`src/rtl/vram_arb_pkg.sv`:
```
// Shared types and defaults for the framebuffer port-B arbiter.
// Owner tags travel down the response pipe alongside each read.
package vram_arb_pkg;

  localparam int ADDR_W_D     = 17;
  localparam int DATA_W_D     = 32;
  localparam int RD_LAT_D     = 1;
  localparam int STARVE_MAX_D = 8;
  localparam int AUX_BURST_D  = 4;

  typedef enum logic {
    OWN_VGA,
    OWN_AUX
  } owner_t;

  typedef enum logic {
    S_VGA,
    S_AUX
  } state_t;

  typedef struct packed {
    logic   valid;
    owner_t owner;
  } resp_tag_t;

endpackage

```
`src/rtl/vram_portb_arbiter_if.sv`:
```
// Requester, response and RAM port-B signals of the arbiter.
// slave is the arbiter view, master the environment view.
interface vram_portb_arbiter_if #(
  parameter int ADDR_W = 17,
  parameter int DATA_W = 32
);

  logic              vga_req;
  logic [ADDR_W-1:0] vga_addr;
  logic              vga_urgent;
  logic              vga_gnt;
  logic              vga_rvalid;
  logic [DATA_W-1:0] vga_rdata;

  logic              aux_req;
  logic              aux_we;
  logic [ADDR_W-1:0] aux_addr;
  logic [DATA_W-1:0] aux_wd;
  logic              aux_gnt;
  logic              aux_rvalid;
  logic [DATA_W-1:0] aux_rdata;

  logic [ADDR_W-1:0] mem_addr;
  logic              mem_we;
  logic [DATA_W-1:0] mem_wd;
  logic [DATA_W-1:0] mem_q;

  modport slave (
    input  vga_req, vga_addr, vga_urgent,
    input  aux_req, aux_we, aux_addr, aux_wd,
    input  mem_q,
    output vga_gnt, vga_rvalid, vga_rdata,
    output aux_gnt, aux_rvalid, aux_rdata,
    output mem_addr, mem_we, mem_wd
  );

  modport master (
    output vga_req, vga_addr, vga_urgent,
    output aux_req, aux_we, aux_addr, aux_wd,
    output mem_q,
    input  vga_gnt, vga_rvalid, vga_rdata,
    input  aux_gnt, aux_rvalid, aux_rdata,
    input  mem_addr, mem_we, mem_wd
  );

endinterface

```
`src/rtl/vram_resp_pipe.sv`:
```
// Delays read owner tags by RD_LAT cycles and steers mem_q
// to the requester that issued the read.
module vram_resp_pipe
  import vram_arb_pkg::*;
#(
  parameter int RD_LAT = RD_LAT_D,
  parameter int DATA_W = DATA_W_D
) (
  input  logic              clk,
  input  logic              reset_n,
  input  resp_tag_t         tag_in,
  input  logic [DATA_W-1:0] mem_q,
  output logic              vga_rvalid,
  output logic [DATA_W-1:0] vga_rdata,
  output logic              aux_rvalid,
  output logic [DATA_W-1:0] aux_rdata
);

  resp_tag_t pipe [RD_LAT];
  resp_tag_t tail;

  always_ff @(posedge clk or negedge reset_n) begin
    if (!reset_n) begin
      for (int i = 0; i < RD_LAT; i++) begin
        pipe[i] <= '0;
      end
    end else begin
      pipe[0] <= tag_in;
      for (int i = 1; i < RD_LAT; i++) begin
        pipe[i] <= pipe[i-1];
      end
    end
  end

  assign tail = pipe[RD_LAT-1];

  // rdata is gated so idle and reset cycles present zero
  assign vga_rvalid = tail.valid && (tail.owner == OWN_VGA);
  assign aux_rvalid = tail.valid && (tail.owner == OWN_AUX);
  assign vga_rdata  = vga_rvalid ? mem_q : '0;
  assign aux_rdata  = aux_rvalid ? mem_q : '0;

endmodule

```
`src/rtl/vram_portb_arbiter.sv`:
```
// Arbitrates RAM port B between VGA prefetch and the aux requester,
// with starvation forcing of aux bursts and urgent VGA preemption.
module vram_portb_arbiter
  import vram_arb_pkg::*;
#(
  parameter int ADDR_W     = ADDR_W_D,
  parameter int DATA_W     = DATA_W_D,
  parameter int RD_LAT     = RD_LAT_D,
  parameter int STARVE_MAX = STARVE_MAX_D,
  parameter int AUX_BURST  = AUX_BURST_D
) (
  input logic                 clk,
  input logic                 reset_n,
  vram_portb_arbiter_if.slave bus
);

  localparam int SC_W = $clog2(STARVE_MAX + 1);
  localparam int BC_W = $clog2(AUX_BURST + 1);
  localparam logic [SC_W-1:0] S_TOP = SC_W'(STARVE_MAX);
  localparam logic [BC_W-1:0] B_TOP = BC_W'(AUX_BURST);
  localparam logic [BC_W-1:0] B_ONE = BC_W'(1);

  state_t            state;
  state_t            state_nxt;
  logic [SC_W-1:0]   starve_cnt;
  logic [SC_W-1:0]   starve_nxt;
  logic [BC_W-1:0]   burst_cnt;
  logic [BC_W-1:0]   burst_nxt;
  logic              vga_g;
  logic              aux_g;
  logic              aux_wr;
  logic              force_ok;
  logic              in_aux;
  logic [ADDR_W-1:0] addr_sel;
  resp_tag_t         tag_in;

  always_ff @(posedge clk or negedge reset_n) begin
    if (!reset_n) begin
      state      <= S_VGA;
      starve_cnt <= '0;
      burst_cnt  <= '0;
    end else begin
      state      <= state_nxt;
      starve_cnt <= starve_nxt;
      burst_cnt  <= burst_nxt;
    end
  end

  always_comb begin
    state_nxt = state;
    burst_nxt = burst_cnt;
    vga_g     = 1'b0;
    aux_g     = 1'b0;
    force_ok  = 1'b1;
    in_aux    = 1'b0;
    if (reset_n && state == S_AUX) begin
      if (bus.aux_req && !bus.vga_urgent &&
          burst_cnt < B_TOP) begin
        in_aux    = 1'b1;
        aux_g     = 1'b1;
        burst_nxt = burst_cnt + 1'b1;
      end else begin
        // leaving a burst must not immediately re-force aux
        state_nxt = S_VGA;
        burst_nxt = '0;
        force_ok  = 1'b0;
      end
    end
    if (reset_n && !in_aux) begin
      if (bus.vga_urgent && bus.vga_req) begin
        vga_g = 1'b1;
      end else if (force_ok && bus.aux_req &&
                   starve_cnt == S_TOP &&
                   !bus.vga_urgent) begin
        aux_g     = 1'b1;
        burst_nxt = B_ONE;
        state_nxt = S_AUX;
      end else if (bus.vga_req) begin
        vga_g = 1'b1;
      end else if (bus.aux_req) begin
        aux_g = 1'b1;
      end
    end
  end

  always_comb begin
    starve_nxt = starve_cnt;
    if (aux_g) begin
      starve_nxt = '0;
    end else if (bus.aux_req && starve_cnt != S_TOP) begin
      starve_nxt = starve_cnt + 1'b1;
    end
  end

  assign aux_wr   = aux_g && bus.aux_we;
  assign addr_sel = vga_g ? bus.vga_addr :
                    aux_g ? bus.aux_addr : '0;

  assign bus.vga_gnt  = vga_g;
  assign bus.aux_gnt  = aux_g;
  assign bus.mem_addr = addr_sel;
  assign bus.mem_we   = aux_wr;
  assign bus.mem_wd   = aux_wr ? bus.aux_wd : '0;

  assign tag_in = '{
    valid: vga_g || (aux_g && !bus.aux_we),
    owner: aux_g ? OWN_AUX : OWN_VGA
  };

  vram_resp_pipe #(
    .RD_LAT (RD_LAT),
    .DATA_W (DATA_W)
  ) u_resp (
    .clk        (clk),
    .reset_n    (reset_n),
    .tag_in     (tag_in),
    .mem_q      (bus.mem_q),
    .vga_rvalid (bus.vga_rvalid),
    .vga_rdata  (bus.vga_rdata),
    .aux_rvalid (bus.aux_rvalid),
    .aux_rdata  (bus.aux_rdata)
  );

endmodule

```
`src/flat_wrapper.sv`:
```
// flat-port wrapper written by rule: the top's interface ports become plain ports
module vram_portb_arbiter_flat import vram_arb_pkg::*;
#(
  parameter int ADDR_W     = ADDR_W_D,
  parameter int DATA_W     = DATA_W_D,
  parameter int RD_LAT     = RD_LAT_D,
  parameter int STARVE_MAX = STARVE_MAX_D,
  parameter int AUX_BURST  = AUX_BURST_D
)
  (clk, reset_n, bus_vga_req, bus_vga_addr, bus_vga_urgent, bus_aux_req, bus_aux_we, bus_aux_addr, bus_aux_wd, bus_mem_q, bus_vga_gnt, bus_vga_rvalid, bus_vga_rdata, bus_aux_gnt, bus_aux_rvalid, bus_aux_rdata, bus_mem_addr, bus_mem_we, bus_mem_wd);
  vram_portb_arbiter_if #(.ADDR_W(ADDR_W), .DATA_W(DATA_W)) bus_i ();
  input logic clk;
  input logic reset_n;
  input wire logic [$bits(bus_i.vga_req)-1:0] bus_vga_req;
  input wire logic [$bits(bus_i.vga_addr)-1:0] bus_vga_addr;
  input wire logic [$bits(bus_i.vga_urgent)-1:0] bus_vga_urgent;
  input wire logic [$bits(bus_i.aux_req)-1:0] bus_aux_req;
  input wire logic [$bits(bus_i.aux_we)-1:0] bus_aux_we;
  input wire logic [$bits(bus_i.aux_addr)-1:0] bus_aux_addr;
  input wire logic [$bits(bus_i.aux_wd)-1:0] bus_aux_wd;
  input wire logic [$bits(bus_i.mem_q)-1:0] bus_mem_q;
  output wire logic [$bits(bus_i.vga_gnt)-1:0] bus_vga_gnt;
  output wire logic [$bits(bus_i.vga_rvalid)-1:0] bus_vga_rvalid;
  output wire logic [$bits(bus_i.vga_rdata)-1:0] bus_vga_rdata;
  output wire logic [$bits(bus_i.aux_gnt)-1:0] bus_aux_gnt;
  output wire logic [$bits(bus_i.aux_rvalid)-1:0] bus_aux_rvalid;
  output wire logic [$bits(bus_i.aux_rdata)-1:0] bus_aux_rdata;
  output wire logic [$bits(bus_i.mem_addr)-1:0] bus_mem_addr;
  output wire logic [$bits(bus_i.mem_we)-1:0] bus_mem_we;
  output wire logic [$bits(bus_i.mem_wd)-1:0] bus_mem_wd;
  assign bus_i.vga_req = bus_vga_req;
  assign bus_i.vga_addr = bus_vga_addr;
  assign bus_i.vga_urgent = bus_vga_urgent;
  assign bus_i.aux_req = bus_aux_req;
  assign bus_i.aux_we = bus_aux_we;
  assign bus_i.aux_addr = bus_aux_addr;
  assign bus_i.aux_wd = bus_aux_wd;
  assign bus_i.mem_q = bus_mem_q;
  assign bus_vga_gnt = bus_i.vga_gnt;
  assign bus_vga_rvalid = bus_i.vga_rvalid;
  assign bus_vga_rdata = bus_i.vga_rdata;
  assign bus_aux_gnt = bus_i.aux_gnt;
  assign bus_aux_rvalid = bus_i.aux_rvalid;
  assign bus_aux_rdata = bus_i.aux_rdata;
  assign bus_mem_addr = bus_i.mem_addr;
  assign bus_mem_we = bus_i.mem_we;
  assign bus_mem_wd = bus_i.mem_wd;
  vram_portb_arbiter #(.ADDR_W(ADDR_W), .DATA_W(DATA_W), .RD_LAT(RD_LAT), .STARVE_MAX(STARVE_MAX), .AUX_BURST(AUX_BURST)) u_core (.clk(clk), .reset_n(reset_n), .bus(bus_i));
endmodule
```
`config.mk`:
```
export PLATFORM = sky130hd
export DESIGN_NAME = vram_portb_arbiter_flat
export DESIGN_NICKNAME = d
export VERILOG_FILES = /design/src/rtl/vram_arb_pkg.sv /design/src/rtl/vram_portb_arbiter_if.sv /design/src/rtl/vram_resp_pipe.sv /design/src/rtl/vram_portb_arbiter.sv /design/src/flat_wrapper.sv
export SDC_FILE = /design/constraint.sdc
export NUM_CORES = 1
export LEC_CHECK = 0
export CAP_MARGIN = 20
export CORE_AREA = 2 2 93 95
export DETAILED_ROUTE_END_ITERATION = 16
export DIE_AREA = 0 0 95 97
export PLACE_DENSITY = 0.87
export SLEW_MARGIN = 30
export SYNTH_ARGS = -nofsm -noshare
export SYNTH_HDL_FRONTEND = slang
export SYNTH_HIERARCHICAL = 1
export SYNTH_SLANG_ARGS = --single-unit
```
`constraint.sdc`:
```
create_clock -name clk -period 1.9 [get_ports clk]
set_input_delay 0.285 -clock clk [delete_from_list [all_inputs] [get_ports clk]]
set_output_delay 0.285 -clock clk [all_outputs]
set_load 0.01 [all_outputs]
```
==> reports/summary.md, run 1 <==
The first routing iteration left 43 violations. For the count of antenna diodes in the layout, the log shows 0. After layout, the minimum clock period comes to 2.141 ns. Buffering stage count on the worst path with inverters included: 3. After synthesis, the cell types taking the most area are sky130_fd_sc_hd__nor3b_2 19%, sky130_fd_sc_hd__and3b_1 14%, sky130_fd_sc_hd__dfrtp_1 13%, sky130_fd_sc_hd__and3_1 10%, sky130_fd_sc_hd__buf_6 6.2%. The run gives 24.57% as the initial core utilization.

For this design the ratio of total power to cell area is 444.8 mW/mm^2. The floorplan step set the die width to 95 microns. The overall global routing resource usage is 17.91%, and the core region area is 0.008134 sq mm. TritonCTS created 3 clock buffers. Number of global-route vias before repair: 2696. Walking the worst path, the cells encountered are inv_2, ha_4, nand3b_4, o221a_4, clkbuf_16, nor3b_2, buf_2. A synthesized cell averages 8.396 sq um.

For the flop-to-flop setup slack, the log shows 0.20 ns. Setup violations remaining at the end of the flow were counted as 52. The transition at the pin with the smallest max-transition slack works out to 0.4306 ns. The critical path starts at u_core/starve_cnt[1].

The tools report the die outline area as 0.009215 sq mm. Of all nets on the critical path, the largest fanout is 8. The startpoint of the worst-slack reg-to-reg timing path is u_core/starve_cnt[1]. Counting buffers and inverters, the worst setup path is 7 cells deep. The netlist area before placement is 0.001998 sq mm, and the DRC violation count after routing is 0. The logs give 0 for the number of antenna violations at the first check in global routing and 2.915 nW for the leakage dissipation.

The run finished, with violations left. sky130_fd_sc_hd__nor3b_2 takes more of the synthesized area than any other cell. For the worst setup path, the data required time is 1.62 ns. The run gives 71.29% as the worst slew slack as a fraction of its limit.

STA classifies the critical path endpoint as an output pin. Once detail routing completed, the nets flagged for antenna violations numbered 0. The total nets after synthesis was 345.

Routability-driven placement finished with a final weighted congestion of 0.8253. Compared with the post-synthesis result, the final layout area differs by 128.8%. The number of failing hold endpoints at the final stage was 0; the estimated wirelength of the detail-placed design was 6596 microns. The final worst slack was -0.2414 ns; the portion of the clock cycle consumed by the worst path in the final layout was 112.7%.

The run gives 1.86 ns as the data arrival at the endpoint of the critical path. The type of origin of the critical path is a flop. The clock-pin slew reported for the worst setup and hold paths after clock tree synthesis is 0.05 ns, and the share of layout cells above drive strength 1 is 31.58%. The count of state elements after synthesis works out to 10.

Clock tree synthesis found a total of 10 sinks. The max-slew violation total from the final report was 0. Slowest cell on the critical path: sky130_fd_sc_hd__dfrtp_1. The first global-routing pass estimated 13340 microns of wire. The tree is rooted in a sky130_fd_sc_hd__clkbuf_8. The critical path ends at bus_mem_wd[28]. Type of the worst setup path: flop to output pin.

The final reports fail on negative setup slack. The logs give 6 for the count of warnings emitted by yosys and 0.002644 ns for the clock skew. In the final timing run, aggregate negative setup slack is -10.35 ns. The detail-routed net length per standard cell was 16.39 microns; the peak ir drop on the vdd network was 414.4 uV. In this run the vertical extent of the chip is 97 microns. Counting distinct cell types in the post-synthesis netlist gives 39.

The final-layout worst hold slack was 0.4381 ns. The tools report the number of H-tree levels as 1. The floorplan has 33 rows. For the worst-skew pair, the clock arrives at the later sink with an insertion delay of 0.24 ns. The net count of the finished layout is 583. Across the run, the number of max-cap violations was 0. The detailed router placed 2742 vias in this run. After synthesis, flip-flops and latches occupy 12.52% of the total area.

The worst hold path belongs to the class input pin to async pin. The library cell used most frequently in the layout, excluding fill and tap cells, is sky130_fd_sc_hd__clkdlybuf4s50_1. For this run, the slowest stage of the critical path takes 0.39 ns. Entering global routing, the biggest net connects 67 pins. The first TritonRoute pass finished after 4 iterations. The tools report the achievable frequency as 0.4670 GHz.

Setup repair after global routing could not meet its margin everywhere. The total length of routed wires came out at 9504 microns. In this run the critical register-to-register path is captured at u_core/starve_cnt[1].

Among cell families on the critical path, the largest total delay comes from buffers and inverters. Portion of synthesized cell area occupied by the leading cell type: 19.41%. The top cell types in the final layout, fill and taps aside, are 101 x sky130_fd_sc_hd__clkdlybuf4s50_1, 50 x sky130_fd_sc_hd__buf_2, 34 x sky130_fd_sc_hd__dlygate4sd2_1, 34 x sky130_fd_sc_hd__dlymetal6s2s_1, 33 x sky130_fd_sc_hd__and3b_1. After global routing the overflow that remains totals 0. In the routed layout, each cell is associated on average with a via count of 4.728. For this run, the share of the core covered by cells in the final layout is 56.21%. The tools report the number of primary I/O pins as 222. TritonCTS built the clock tree. The buffer levels on the longest clock path was 2. The quantity of I/O buffers inserted on ports came out at 221. The cell count after synthesis came out at 238. The tools report the final-layout fill cell count as 760. The number of cells on the worst reg-to-reg path is 7.
## how the worst min path moves through the flow
stage / from / end / slack [ns] / cells after the start
3_5_place_dp: u_core/burst_cnt[1] / u_core/burst_cnt[1] / 0.58 / 2
4_1_cts: reset_n / u_core/starve_cnt[2] / 0.44 / 2
3_3_place_gp: u_core/burst_cnt[1] / u_core/burst_cnt[1] / 0.56 / 2
5_1_grt: reset_n / u_core/starve_cnt[1] / 0.44 / 2
2_1_floorplan: reset_n / u_core/burst_cnt[0] / -0.01 / 0
6_report: reset_n / u_core/starve_cnt[2] / 0.44 / 2
## cell usage after synthesis, drive strengths merged
master,number
nand4,1
nand2b,1
nor4,1
nand3b,1
xor2,1
a21o,1
a2bb2oi,1
ha,3
and2b,1
nor4bb,1
buf,24
nor3b,33
a21oi,4
a22oi,1
nand2,24
o22ai,17
o22a,1
nand3,3
o311ai,1
and3,32
and2,2
a211o,2
and3b,33
o221ai,1
o31ai,1
clkbuf,5
nor2,2
o221a,1
o21ai,2
inv,22
mux2i,1
a21boi,1
dfrtp,10
nor3,3
## routing by layer
| layer | global-route usage (%) | vias up | share of wire (%) |
|---|---|---|---|
| li1 | - | 1320 | - |
| met1 | 18.30 | 1273 | 35 |
| met2 | 35.84 | 141 | 55 |
| met3 | 4.128 | 8 | 8.8 |
| met4 | 3.456 | 0 | 0.84 |
| met5 | 0 | - | 0 |
## worst reg2reg max path, stage by stage (launching register included)
cell and delay [ns]:
sky130_fd_sc_hd__dfrtp_1 0.39, sky130_fd_sc_hd__inv_2 0.08, sky130_fd_sc_hd__ha_4 0.16, sky130_fd_sc_hd__nand3b_4 0.08, sky130_fd_sc_hd__buf_4 0.13, sky130_fd_sc_hd__buf_4 0.14
sky130_fd_sc_hd__o221ai_1 0.38, sky130_fd_sc_hd__a22oi_1 0.18
## what timing repair did
item,in CTS,in global routing
setup endpoints to repair,62,71
setup buffers,4,3
gates resized for setup,258,40
hold buffers,0,0
gates cloned,4,6
pin swaps,15,24
## state kept, by name, indices dropped and copies added, names as in the netlist
register / count
u_core/burst_cnt: 3
u_core/starve_cnt: 4
u_core/u_resp/pipe: 2
u_core/state: 1
## metrics by stage
| stage | setup slack, ns | std cells | instance area [sq um] | power [mW] |
|---|---|---|---|---|
| after global routing | -0.2990 | 580 | 4572 | 2.153 |
| final | -0.2414 | 580 | 4572 | 2.034 |
| after global placement | -0.7367 | 559 | 4362 | 1.510 |
| after floorplan | 0.03290 | 238 | 1998 | 0.9328 |
| after detailed placement | -0.7544 | 559 | 4362 | 1.560 |
| after CTS | -0.2444 | 571 | 4318 | 1.932 |
## kinds of logic after synthesis
group                      after synthesis  synth area share, %
DFF                                     10                12.52
xor gates and xnor gates                 1               0.4384
AOI/OAI and AO/OA                       34                14.03
muxes                                    1               0.5010
buffers and inverters                   51                15.40
and+or+nand+nor                        138                55.23
adders and majority gates                3                1.879
## layout make-up
class                      instances  area [sq um]  area share [%]
clock buffer                       4         55.05           1.204
timing repair buffer             262          2556           55.91
multi-input combinational        177          1491           32.62
tap                              105         131.4           2.874
sequential                        10         252.7           5.528
inverter                          22         85.08           1.861
## power breakdown
group | switching (mW) | total, mW | internal [mW]
combinational | 0.599 | 1.42 | 0.822
sequential | 0.0681 | 0.345 | 0.277
clock | 0.0856 | 0.268 | 0.182
(Power assumes the default switching activity.)
==> inputs of run 2 (changes only) <==
--- a/config.mk
+++ b/config.mk
@@ -6,12 +6,12 @@
 export NUM_CORES = 1
 export LEC_CHECK = 0
 export CAP_MARGIN = 20
-export CORE_AREA = 2 2 93 95
+export CORE_AREA = 2 2 88 90
 export DETAILED_ROUTE_END_ITERATION = 16
-export DIE_AREA = 0 0 95 97
-export PLACE_DENSITY = 0.87
-export SLEW_MARGIN = 30
+export DIE_AREA = 0 0 90 92
+export DONT_BUFFER_PORTS = 1
+export PLACE_DENSITY = 0.51
+export SLEW_MARGIN = 20
 export SYNTH_ARGS = -nofsm -noshare
 export SYNTH_HDL_FRONTEND = slang
-export SYNTH_HIERARCHICAL = 1
 export SYNTH_SLANG_ARGS = --single-unit
==> run 2 against run 1 <==
Effect of this change:
- the flow still finishes with violations (negative setup slack)
- synthesized cell count down 2.9%
- sequential cell count is the same
- critical path depth shrank 1
- sequential power fell by 17%
- first-iteration DRC count up 65%
- final area down 39%
- cell count shrank 39%
- critical path type unchanged
- largest power group unchanged
==> reports/summary.md, run 2 <==
The flow ran to the end, but the final reports show violations. The final reports fail on negative setup slack. Peak ir drop on the vdd network: 338.8 uV.

Final worst slack: -0.2364 ns. The number of H-tree levels was 1; the final-layout fill cell count was 740. The initial utilization of the core area, before any placement, comes to 24.14%. After layout, the worst path uses 112.4% of the clock period. At the later pin of the worst-skew pair, clock insertion delay measures 0.24 ns. Async set-reset flop share out of synthesis: 100.0%. The signal on the critical path passes through inv_2, ha_4, nand3b_1, o311a_4, buf_6, nor3b_4. Summed over all nets, the half-perimeter wirelength after detailed placement is 5102 microns. In this run the worst setup path begins at u_core.starve_cnt[1].

The mean cell area of the mapped netlist came out at 7.783 sq um. The run gives 7190 microns as the total length of routed wires. For this design the static power due to leakage is 1.225 nW. Synthesis produced a netlist whose cell count is 231.

At the end of the flow, the number of nets in the layout was 358. The number of global-route vias before repair is 1750, and the buffer levels on the longest clock path is 2. Measured along the x axis, the die boundary spans 90 microns.

At the placement stage, the worst setup path has a slack of -0.05275 ns. The worst register-to-register path has a setup slack of 0.10 ns. The DRC violation total after the first TritonRoute iteration is 71, and the max-cap check violation count is 0. Across every metal layer, demand over resource in global routing totals 14.67%. Type of the worst setup path: flop to output pin. The power per standard cell area was 514.0 mW/mm^2; the final-layout worst hold slack was 0.1932 ns. For the core region area, the log shows 0.007447 sq mm. The number of antenna violations at the first check in global routing came out at 0.

TritonCTS built the clock tree. In the routed design, unresolved DRC markers number 0. The share of layout cells above drive strength 1 is 39.60%, and the quantity of I/O buffers inserted on ports is 0. Static timing analysis puts the maximum clock frequency at 0.4681 GHz. The kind of path behind the tightest hold check is input pin to flop. Cell type with the highest aggregate area in the netlist: sky130_fd_sc_hd__nor3b_2. Slowest cell on the critical path: sky130_fd_sc_hd__o311a_4. The number of enable-type register cells in the synthesized netlist was 0; the total iterations of the first detailed-routing run was 4.

The worst slew slack as a fraction of its limit came out at 69.22%. In the synthesized netlist, the cells that appear most often are 35 x sky130_fd_sc_hd__and2_1, 32 x sky130_fd_sc_hd__and3_1, 32 x sky130_fd_sc_hd__nor3b_2. The placement row count is 32, and the area occupied by multi-input gates is 0.001864 sq mm. Detailed routing inserted a total of 1894 vias. Logic depth of the worst register-to-register path: 6. The via count normalized by instance count was 5.381. Startpoint of the worst-slack reg-to-reg timing path: u_core.starve_cnt[1]. The number of distinct library cells after synthesis was 32; the peak per-stage delay on the critical path was 0.42 ns. The cell count along the critical path is 6, and the detail-routed net length per standard cell is 20.43 microns. The number of failing hold endpoints at the final stage is 0, and the die span in y is 92 microns. The combined flip-flop and latch cell area came out at 250.2 sq um. Counting flops and latches in the post-synthesis netlist gives 10.

For this run the aggregate overflow at the end of global routing stands at 0. After layout, the minimum clock period comes to 2.136 ns. The run gives 0.001798 sq mm as the netlist area before placement.

Counting every net in the synthesized netlist gives 338. The tools report the placer congestion estimate as 0.8114. In the layout the commonest cells are 35 x sky130_fd_sc_hd__and2_1, 32 x sky130_fd_sc_hd__nor3b_4, 32 x sky130_fd_sc_hd__and3_1.

0 antenna diodes ended up in the layout. Entering global routing, the biggest net connects 34 pins. The number of primary I/O pins is 222.

The count of warnings emitted by yosys is 0. The layout overhead on the synthesized area was 55.74%. The root buffer cell chosen for the clock tree is sky130_fd_sc_hd__clkbuf_8.

After clock tree synthesis, the clock-pin slew on the worst setup and hold paths is 0.05 ns. In the final layout, the registers with the most flip-flops are u_core.starve_cnt (4), u_core.burst_cnt (3), u_core.u_resp.pipe (2). TritonCTS created 3 clock buffers. The top cell type by area accounts for 22.27% of the synthesized area. The maximum fanout along the worst path works out to 10. For the pin with the worst max-slew slack, the measured transition is 0.4603 ns.

On the final layout, the worst clock skew is 0.003666 ns. The total negative slack is -9.325 ns. Setup repair after global routing could not meet its margin everywhere. The register with the most flip-flops in the layout has 4 of them. The clock net in this run drives a total of 10 sinks. The tools report the final antenna-violating net count as 0. The type of origin of the critical path was a flop. Register name with the most flops: u_core.starve_cnt.

Following the worst setup path forward leads to its endpoint at bus_mem_wd[23]. The tools report the max-slew violation total from the final report as 0. Type of destination of the critical path: an output pin.

For the worst setup path, the data required time is 1.62 ns. The run gives 51 as the final number of setup-violating endpoints. For the sequential cell area fraction in the yosys report, the log shows 13.92%.

By area the synthesized netlist is led by sky130_fd_sc_hd__nor3b_2 22%, sky130_fd_sc_hd__dfrtp_1 14%, sky130_fd_sc_hd__and2_1 12%, sky130_fd_sc_hd__and3_1 11%, sky130_fd_sc_hd__o32ai_1 8.8%. For this run, the leading register cell type out of synthesis is sky130_fd_sc_hd__dfrtp_1. The tools report the endpoint of the worst-slack reg-to-reg timing path as u_core.u_resp.pipe[1]. The most common library cell in the layout ignoring fill and taps is sky130_fd_sc_hd__and2_1. The run gives 0.008280 sq mm as the die outline area.

Top cell family by delay on the critical path: compound AO/OA/AOI/OAI gates. The first global-routing pass estimated 9887 microns of wire. Buffering stage count on the worst path with inverters included: 2. In the post-synthesis netlist, the cell with the most instances is sky130_fd_sc_hd__and2_1. The data arrival at the endpoint of the critical path was 1.85 ns.
-- run 2: changes by cell type in the layout (fill, tap and decap cells not counted), sizes merged, moves of 4 or more --
cell	change
dlygate4sd2	-34
buf	-52
clkdlybuf4s50	-101
o32ai	+18
and2	+33
o22ai	-17
and3b	-31
dlymetal6s2s	-34
clkbuf	-4
-- run 2: kinds of logic (layout without fill, tap and decap cells) --
family / Yosys count / in the layout / synth area share [%]
flops: 10 / 10 / 13.92
buf+inv: 43 / 62 / 11.55
compound gates: 32 / 32 / 14.41
mux: 1 / 1 / 0.5567
xor+xnor: 1 / 1 / 0.4872
fa+ha+maj: 3 / 3 / 2.088
simple gates: 141 / 141 / 56.99
-- run 2: power by group --
part | internal [mW] | leakage [nW] | switching, mW | total [mW]
logic | 0.414 | 1.06 | 0.467 | 0.881
clock network | 0.182 | 0.0288 | 0.0883 | 0.271
registers | 0.257 | 0.133 | 0.0303 | 0.288
-- run 2: metal layers --
metal  global-route usage [%]  vias up  wire length [microns]
met2                    26.69      104                   3829
met4                    2.308        0                     72
met3                    2.958        6                    474
met5                        0        -                      0
li1                         -      856                      -
met1                    18.18      928                   2813
-- run 2: timing repair --
action	in CTS	in global routing
gates resized for setup	37	9
setup endpoints to repair	51	53
buffers inserted	8	7
endpoints found under the hold margin	10	0
pin swaps	11	6
hold buffers	1	0
gates cloned	1	1
-- run 2: worst min path at each step --
stage / from / endpoint / slack [ns] / cells after the start
after floorplan: reset_n / u_core.burst_cnt[0] / -0.01 / 0
after global placement: reset_n / u_core.burst_cnt[1] / -0.01 / 0
after detailed placement: reset_n / u_core.burst_cnt[1] / -0.01 / 0
after CTS: bus_aux_we / u_core.u_resp.pipe[1] / 0.20 / 1
final: bus_aux_we / u_core.u_resp.pipe[1] / 0.19 / 1
after global routing: bus_aux_we / u_core.u_resp.pipe[1] / 0.19 / 1
-- run 2: through the flow --
stage          power [mW]  std cells  cell area, sq um  utilization [%]
2_1_floorplan      0.7481        231              1988                -
3_3_place_gp       0.9171        333              2225            29.87
3_5_place_dp       0.9255        333              2225            29.87
4_1_cts             1.382        347              2661            35.74
5_1_grt             1.522        352              2800            37.60
6_report            1.439        352              2800            37.60
-- run 2: layout make-up --
cell class              count  area share (%)
clock buffers               4           1.966
inverters                  20           2.681
flip-flops and latches     10           8.937
well taps                 102           4.558
multi-input cells         178           66.58
repair buffers             38           15.28
==> inputs of run 3 (changes only) <==
--- a/config.mk
+++ b/config.mk
@@ -6,12 +6,15 @@
 export NUM_CORES = 1
 export LEC_CHECK = 0
 export CAP_MARGIN = 20
-export CORE_AREA = 2 2 88 90
+export CORE_AREA = 2 2 93 95
 export DETAILED_ROUTE_END_ITERATION = 16
-export DIE_AREA = 0 0 90 92
+export DIE_AREA = 0 0 95 97
 export DONT_BUFFER_PORTS = 1
 export PLACE_DENSITY = 0.51
+export SKIP_LAST_GASP = 1
 export SLEW_MARGIN = 20
 export SYNTH_ARGS = -nofsm -noshare
 export SYNTH_HDL_FRONTEND = slang
+export SYNTH_HIERARCHICAL = 1
 export SYNTH_SLANG_ARGS = --single-unit
+export TNS_END_PERCENT = 1
==> run 3 against run 2 <==
Effect of this change:
- the flow still finishes with violations (negative setup slack)
- global-route usage fell by 2.3 points
- clock skew fell by 0.0028 ns
- clock-buffer cell count unchanged
- cell count shrank 2.3%
- core utilization down 6.5 points
- via count down 4.2%
- sequential cell count is the same
- critical path depth rose by 1
==> reports/summary.md, run 3 (synthesized netlist as in run 1, its figures left out) <==
In this design, the stage delay of the slowest critical-path cell is 0.38 ns. For the number of antenna violations at the first check in global routing, the log shows 1. IR analysis of the VDD net gives a maximum drop of 322.7 uV. The floorplan step set the die width to 95 microns. For this configuration, the core starts out at a cell density of 24.57%.

The finished cells cover 0.002534 sq mm. Between clock sinks in the finished design, the worst skew comes to 0.0008748 ns. The run gives 0.24 ns as the source-to-sink clock delay at the later pin of the worst-skew pair. The first global-routing pass estimated 9059 microns of wire. Setup violations remaining at the end of the flow were counted as 51.

For the global route total overflow, the log shows 0. The share of layout cells above drive strength 1 works out to 36.13%. The register with the most flip-flops in the layout has 4 of them. Dividing the detail-routed via count by the number of cells gives 5.273. The power per standard cell area is 610.7 mW/mm^2, and the number of failing hold endpoints at the final stage is 0. After layout, the worst path uses 108.3% of the clock period. The maximum number of pins on one net before global-route repair is 67.

The number of global-route vias before repair came out at 1658. The count of nets left with antenna violations once routing finished came out at 0. In the final layout, flip-flops and latches occupy 250.2 sq um. The die outline area was 0.009215 sq mm; the achievable frequency was 0.4859 GHz. The placer congestion estimate was 0.7706; the area occupied by multi-input gates was 0.001703 sq mm. The logs give 10 for the number of clock sinks and 0.008134 sq mm for the core region area. Clock-pin slew was measured on the worst setup and hold paths at 0.05 ns. Setup repair after global routing could not meet its margin everywhere. The tool flagged a number of max-cap violations equal to 0.

The DRC violation total after the first TritonRoute iteration is 38, and the buffer levels on the longest clock path is 2. For the finished layout, the period the worst path requires is 2.058 ns. The worst slew slack as a fraction of its limit was 45.18%; the detailed-route via count was 1814.

In the layout the commonest cells are 33 x sky130_fd_sc_hd__and3b_1, 32 x sky130_fd_sc_hd__and3_1, 28 x sky130_fd_sc_hd__nor3b_4. After detailed routing, the number of remaining DRC violations is 0. From bottom edge to top edge, the die measures 97 microns. STA classifies the critical path startpoint as a flop. The final worst slack was -0.1580 ns. The estimated wirelength of the detail-placed design was 4639 microns; the transition at the pin with the smallest max-transition slack was 0.8223 ns. The run finished, with violations left.

u_core/starve_cnt holds more flip-flops than any other register. Number of CTS-inserted buffers: 3. Traced cell by cell, the critical path runs through inv_2, ha_4, nand3b_4, o221a_4, buf_12, nor3b_4, buf_6. The maximum fanout along the worst path is 6. In this run the worst hold path is classified as input pin to flop.

The type of the worst setup path is flop to output pin. The largest registers in the layout are u_core/starve_cnt (4), u_core/burst_cnt (3), u_core/u_resp/pipe (2). Most common library cell in the layout ignoring fill and taps: sky130_fd_sc_hd__and3b_1. Type of destination of the critical path: an output pin.

Among all stages on the critical path, the largest delay is contributed by sky130_fd_sc_hd__dfrtp_1. Cells fill 31.15% of the core in the end. Total power for the finished layout comes to 1.547 mW. Fill cells in the final layout number 835.

The count of buffers added on input and output ports is 0. The floorplan has 33 rows. The detail-routed net length per standard cell works out to 18.80 microns. The worst path required time is 1.62 ns. The first detailed-routing pass ran for 4 iterations. Relative to the synthesized area, the layout overhead comes to 26.80%. The tightest hold path in the finished design has a slack of 0.1529 ns.

Summed over all layers, the routed wires come to 6466 microns. Total negative slack: -5.447 ns. The tools report the cell chosen for the clock root as sky130_fd_sc_hd__clkbuf_8. The tools report the max-slew violation total from the final report as 0. The number of H-tree levels is 1, and the data arrival at the endpoint of the critical path is 1.77 ns.

The checks that failed: negative setup slack. TritonCTS built the clock tree. Global routing consumed, over all layers together, 12.38% of the routing resources.

At the end of the flow, the number of nets in the layout was 346. Leakage dissipation: 1.264 nW. Pin placement for this block handled 222 I/O pins. In this run the cell area measured after placement is 0.002079 sq mm.
run 3: cell type report:
class / instances / share of cell area (%)
Multi-Input combinational cell: 177 / 67.21
Timing Repair Buffer: 25 / 12.20
Sequential cell: 10 / 9.877
Tap cell: 105 / 5.185
Inverter: 22 / 3.259
Clock buffer: 4 / 2.173
Antenna cell: 1 / 0.09877
run 3: where the power goes:
part | switching [mW] | internal [mW] | leakage (nW)
Sequential | 0.0649 | 0.276 | 0.132
Combinational | 0.502 | 0.434 | 1.10
Clock | 0.0881 | 0.183 | 0.0288
Total | 0.655 | 0.893 | 1.26
run 3: per-layer routing:
layer	global-route usage, %	vias up	share of wire, %
met5	0	-	0
met1	13.57	815	36
met2	23.40	130	53
li1	-	857	-
met3	2.103	12	9.4
met4	4.125	0	2.2
run 3: through the flow:
step / setup slack [ns] / cells
after floorplan: 0.03290 / 238
after global placement: 0.005049 / 332
after detailed placement: -0.04818 / 332
after CTS: -0.1307 / 341
after global routing: -0.2468 / 344
final: -0.1580 / 344
run 3: path summary, 6_finish.rpt:
kind	startpoint	end	slack, ns	cells past startpoint
worst max-delay path	u_core/starve_cnt[1]	bus_mem_wd[0]	-0.16	7
worst min-delay path	bus_aux_we	u_core/u_resp/pipe[1]	0.15	1
worst max register to register	u_core/starve_cnt[1]	u_core/u_resp/pipe[1]	0.29	6
worst min register to register	u_core/burst_cnt[1]	u_core/burst_cnt[1]	0.57	2
max in group asynchronous	reset_n	u_core/burst_cnt[1]	1.13	1
min in group asynchronous	reset_n	u_core/u_resp/pipe[0]	0.45	1
run 3: repair_timing:
item | in CTS | in global routing
setup buffers | 1 | 1
setup endpoints to repair | 52 | 52
resized for setup | 46 | 2
endpoints found under the hold margin | 10 | 0
pin swaps | 31 | 1
gates cloned | 3 | 1
hold buffers | 1 | 0
run 3: critical path: cells and delay by family (launching register included):
family          cells  cell delay (ns)
buf+inv             3             0.37
fa+ha+maj           1             0.15
simple gates        2             0.26
compound gates      1             0.37
flops               1             0.38
